**src/rtl/divider_array_issue_ctrl.sv**
```systemverilog
// divider_array_issue_ctrl
//
// Sequential front/back end for a combinational 16/8 array divider. The
// divider can be the exact variant or the approximate-cell variant.
//
// Operation:
//   - An operand is taken over a valid/ready handshake. It is then held
//     stable on div_n/div_d while the array settles.
//   - After SETTLE_CYCLES cycles the array outputs are registered.
//   - Divide-by-zero and quotient overflow are detected on input and
//     finish at once with fixed result codes.
//   - The result is presented on a valid/ready output handshake.
//
// Parameters:
//   SETTLE_CYCLES  cycles div_n/div_d are held before sampling (>= 1)
//
// Ports:
//   clk        in   1   clock, rising edge
//   rst_n      in   1   asynchronous active-low reset
//   in_valid   in   1   operand valid
//   in_ready   out  1   operand accept
//   in_n       in   16  dividend
//   in_d       in   8   divisor
//   div_n      out  16  held dividend to the array divider
//   div_d      out  8   held divisor to the array divider
//   div_q      in   8   array quotient
//   div_r      in   8   array remainder
//   out_valid  out  1   result valid
//   out_ready  in   1   result accept
//   out_q      out  8   quotient
//   out_r      out  8   remainder
//   out_dbz    out  1   divisor was zero
//   out_ovf    out  1   quotient does not fit in 8 bits

module divider_array_issue_ctrl #(
  parameter int unsigned SETTLE_CYCLES = 2
) (
  input  logic        clk,
  input  logic        rst_n,
  input  logic        in_valid,
  output logic        in_ready,
  input  logic [15:0] in_n,
  input  logic [7:0]  in_d,
  output logic [15:0] div_n,
  output logic [7:0]  div_d,
  input  logic [7:0]  div_q,
  input  logic [7:0]  div_r,
  output logic        out_valid,
  input  logic        out_ready,
  output logic [7:0]  out_q,
  output logic [7:0]  out_r,
  output logic        out_dbz,
  output logic        out_ovf
);

  localparam int unsigned CW = (SETTLE_CYCLES > 1) ? $clog2(SETTLE_CYCLES) : 1;
  localparam logic [CW-1:0] LAST_CNT = CW'(SETTLE_CYCLES - 1);

  typedef enum logic [1:0] {
    S_IDLE,
    S_SETTLE,
    S_DONE
  } state_t;

  state_t        r_state;
  state_t        w_next;
  logic [CW-1:0] r_cnt;
  logic [15:0]   r_div_n;
  logic [7:0]    r_div_d;
  logic [7:0]    r_out_q;
  logic [7:0]    r_out_r;
  logic          r_dbz;
  logic          r_ovf;

  logic          w_accept;
  logic          w_dbz;
  logic          w_ovf;
  logic          w_settle_done;

  // DONE may accept a new operand in the same edge that retires its result.
  // This keeps the pipeline full when out_ready is held high.
  assign in_ready      = (r_state == S_IDLE) || ((r_state == S_DONE) && out_ready);
  assign w_accept      = in_valid && in_ready;

  // Overflow: the high dividend byte is already >= divisor, so q > 8'hFF.
  assign w_dbz         = (in_d == 8'd0);
  assign w_ovf         = !w_dbz && (in_n[15:8] >= in_d);
  assign w_settle_done = (r_state == S_SETTLE) && (r_cnt == LAST_CNT);

  // out_valid is taken straight from the state register so it cannot glitch.
  assign out_valid = (r_state == S_DONE);
  assign div_n     = r_div_n;
  assign div_d     = r_div_d;
  assign out_q     = r_out_q;
  assign out_r     = r_out_r;
  assign out_dbz   = r_dbz;
  assign out_ovf   = r_ovf;

  always_ff @(posedge clk or negedge rst_n) begin
    if (!rst_n) begin
      r_state <= S_IDLE;
    end else begin
      r_state <= w_next;
    end
  end

  always_comb begin
    w_next = r_state;
    case (r_state)
      S_IDLE: begin
        if (w_accept) begin
          if (w_dbz || w_ovf) begin
            w_next = S_DONE;
          end else begin
            w_next = S_SETTLE;
          end
        end
      end
      S_SETTLE: begin
        if (w_settle_done) begin
          w_next = S_DONE;
        end
      end
      S_DONE: begin
        if (w_accept) begin
          if (w_dbz || w_ovf) begin
            w_next = S_DONE;
          end else begin
            w_next = S_SETTLE;
          end
        end else if (out_ready) begin
          w_next = S_IDLE;
        end
      end
      default: w_next = S_IDLE;
    endcase
  end

  // Datapath. Special results are produced directly at acceptance.
  // A normal result samples the array only on the SETTLE exit edge.
  always_ff @(posedge clk or negedge rst_n) begin
    if (!rst_n) begin
      r_cnt   <= '0;
      r_div_n <= '0;
      r_div_d <= '0;
      r_out_q <= '0;
      r_out_r <= '0;
      r_dbz   <= 1'b0;
      r_ovf   <= 1'b0;
    end else begin
      if (w_accept) begin
        r_cnt   <= '0;
        r_div_n <= in_n;
        r_div_d <= in_d;
        if (w_dbz) begin
          r_out_q <= 8'hFF;
          r_out_r <= in_n[7:0];
          r_dbz   <= 1'b1;
          r_ovf   <= 1'b0;
        end else if (w_ovf) begin
          r_out_q <= 8'hFF;
          r_out_r <= 8'hFF;
          r_dbz   <= 1'b0;
          r_ovf   <= 1'b1;
        end
      end else if (r_state == S_SETTLE) begin
        r_cnt <= r_cnt + CW'(1);
        if (w_settle_done) begin
          r_out_q <= div_q;
          r_out_r <= div_r;
          r_dbz   <= 1'b0;
          r_ovf   <= 1'b0;
        end
      end
    end
  end

endmodule
```
**config.mk**
```make
export PLATFORM = sky130hd
export DESIGN_NAME = divider_array_issue_ctrl
export DESIGN_NICKNAME = d
export VERILOG_FILES = /design/src/rtl/divider_array_issue_ctrl.sv
export SDC_FILE = /design/constraint.sdc
export NUM_CORES = 1
export LEC_CHECK = 0
export ABC_CLOCK_PERIOD_IN_PS = 2000
export CAP_MARGIN = 5
export CORE_MARGIN = 4
export CORE_UTILIZATION = 62
export CTS_CLUSTER_DIAMETER = 100
export DETAILED_ROUTE_END_ITERATION = 10
export DONT_BUFFER_PORTS = 1
export GPL_TIMING_DRIVEN = 1
export PLACE_DENSITY_LB_ADDON = 0.12
export SLEW_MARGIN = 10
export SYNTH_ARGS = -nofsm -noshare
export SYNTH_HDL_FRONTEND = slang
export SYNTH_SLANG_ARGS = --single-unit
```
**constraint.sdc**
```tcl
create_clock -name clk -period 2 [get_ports clk]
set_input_delay 0.6 -clock clk [delete_from_list [all_inputs] [get_ports clk]]
set_output_delay 0.6 -clock clk [all_outputs]
set_load 0.02 [all_outputs]
```
==> results of run 1 <==
## area by class of cell
type | instances | area (µm²) | share of cell area
Multi-Input combinational cell | 148 | 940 | 0.398
Inverter | 10 | 42.5 | 0.0180
Clock buffer | 7 | 65.1 | 0.0276
Clock inverter | 1 | 5.00 | 0.00212
Timing Repair Buffer | 15 | 125 | 0.0531
Sequential cell | 45 | 1130 | 0.477
Tap cell | 44 | 55.1 | 0.0233
## per-layer routing
layer  part of all wire  GRT usage  vias to the layer above
met4              0.011     0.0544                        0
met5                  0          0                        -
met1               0.38      0.281                      698
li1                   -          -                      728
met3               0.11      0.104                        5
met2               0.49      0.397                       67
## layout by cell type (no fill, tap or decap), drive strengths merged, types with 4 or more instances in the layout
cell	count
nand2	69
a21oi	4
clkbuf	7
inv	10
o22a	8
mux2	9
o21ai	21
dfrtp	45
ha	8
nor2b	4
nor2	15
buf	15
## final timing paths
kind | slack, ns | cells after the start | to
min in group clk | 0.33 | 1 | r_state[1]
setup reg to reg | 0.24 | 7 | out_r[1]
hold reg to reg | 0.64 | 2 | div_n[10]
max in group asynchronous | 1.71 | 1 | out_q[7]
hold / removal | 0.07 | 1 | div_n[15]
setup / recovery | 0.13 | 8 | out_q[4]
## where the power goes
part	switching [mW]	leakage, nW	internal, mW
clock	0.272	0.0413	0.204
combinational	0.541	0.529	0.489
sequential	0.819	0.527	1.34
total	1.63	1.10	2.03
## state kept, by name (all words and copies together) (netlist names)
name     count
r_state      2
out_q        8
out_r        8
out_ovf      1
r_cnt        1
div_d        8
div_n       16
out_dbz      1
## synthesized netlist by cell type (all sizes together), types with 2 or more instances
library cell,n,area [µm²]
a21oi,4,20.0
clkbuf,7,26.3
dfrtp,45,1130
ha,8,100
inv,10,37.5
mux2,9,109
nand2,69,259
nor2,15,63.8
nor2b,4,25.0
nor4,2,12.5
o21ai,21,105
o22a,8,80.1
## critical path, delay by kind of cell
family	cells	cell delay, ns
AOI/OAI and AO/OA	4	0.87
adders and majority gates	1	0.22
buffers and inverters	2	0.28
and+or+nand+nor	1	0.15
## per-stage QoR
stage	cell area, µm²	total power, mW
2_1_floorplan	2130	2.89
3_3_place_gp	2270	3.13
3_5_place_dp	2270	3.20
4_1_cts	2360	3.70
5_1_grt	2360	3.93
6_report	2360	3.66
## kinds of logic after synthesis
group                      share of synthesized area
buffers and inverters                         0.0364
muxes                                         0.0528
xor gates and xnor gates                     0.00425
adders and majority gates                     0.0485
AOI/OAI and AO/OA                              0.132
DFF                                            0.546
and+or+nand+nor                                0.180
## timing repair
action,CTS,global route
gates resized for setup,0,1
hold endpoints to repair,45,0
endpoints found under the setup margin,0,1
hold buffers,1,0
==> metrics.txt, run 1 <==
Worst Skew=0.00369 ns; Pwr Density=1550 mW/mm²; unrepaired setup endpoints after global routing=no; worst hold path class=in -> async; Placed Cells=261; final hold violation count=0; IO buf count=0; Pins Over Slew Limit=0; CP Cell Sequence=inv_1 -> ha_4 -> a21oi_2 -> o21ai_2 -> a2111oi_4 -> nor2_4 -> buf_4 -> o22a_2; fin nets=277; Final period util=0.933; final setup fails=0; Critical Setup Path Class=in -> reg; CTS max path bufs=2; Pleak=1.10 nW; wire per inst=17.0 µm; Syn. warnings=0; clk_lat worst skew=0.35 ns; FMAX=536 MHz; TritonCTS clock tree=built; GRT Resource Usage Total=0.237; most common flop cell mapped by yosys=dfrtp_1; Die Span Y=65.7 µm; status=complete, no violations; Startpoint Class=input port; wire length of the first global-routing pass=7.76 mm; Layout Cells excl Fill=270; post-synthesis cell type count=24; drt via density=5.55; routed via count=1498; fillers=219; proportion of layout cells with a drive suffix above 1=0.265; detailed placement HPWL=3.60 mm; Max IR drop VDD=1.04 mV; reg2reg start=r_state[0]; Worst EP required=2.25 ns; CORE AREA=0.00313 mm²; # rows=20; DRT iter0 DRCs=54; largest net degree at the start of global routing=46; Die W=65.7 µm; CP endpoint kind=flip-flop; Least-Margin Pin Slew=roughly 0.44 ns; CP Max Fanout=10; Max stage delay on crit path=0.43 ns; H-tree depth=2; Post-Route Setup TNS=0 ns; P&R area growth vs syn=14.4%; Critical Path Slowest Stage Cell=a2111oi_4; Synth Register Bits=45; Async SR Flop Fraction=1.00; worst setup margin=0.134 ns; clock sink count=45; Post-synth EDFFs=0; Ports=88; number of global-route vias before repair=1622; Tmin final=1.87 ns; Cell Area, Synth=0.00206 mm²; GPL Wtd Cong=0.842; Syn Nets=263; clock-pin slew on the worst setup and hold paths=0.12 ns; max-cap violation count=0; GRT overflow=0; DP Worst Slack=-0.253 ns; Worst Hold Slack=0.0744 ns; WP data arrival=2.12 ns; Initial Utilization=0.659; Post-Synthesis Cells=211; Seq/Total Area, Yosys=0.546; setup bufs post-CTS=0; synthesized area per cell=approximately 9.8 µm²; CTS Buf Count=5; Clock Tree Root=clkbuf_4; post-route ant nets=0; diode count=0; TritonRoute pass-1 iters=4; origin of the worst setup path=in_d[7]; Die Footprint=0.00431 mm²; Final Core Density=0.754; antenna violations before repair=0; Post-route DRC=0; Slew HR=0.708; final WL=4.59 mm
Power figures use the tool's default switching activity.
==> run 2, diff against run 1 <==
Settings changed: CTS_CLUSTER_SIZE set to 20.
==> results of run 2 <==
No change in the layout: final DEF, timing and power equal those of run 1.
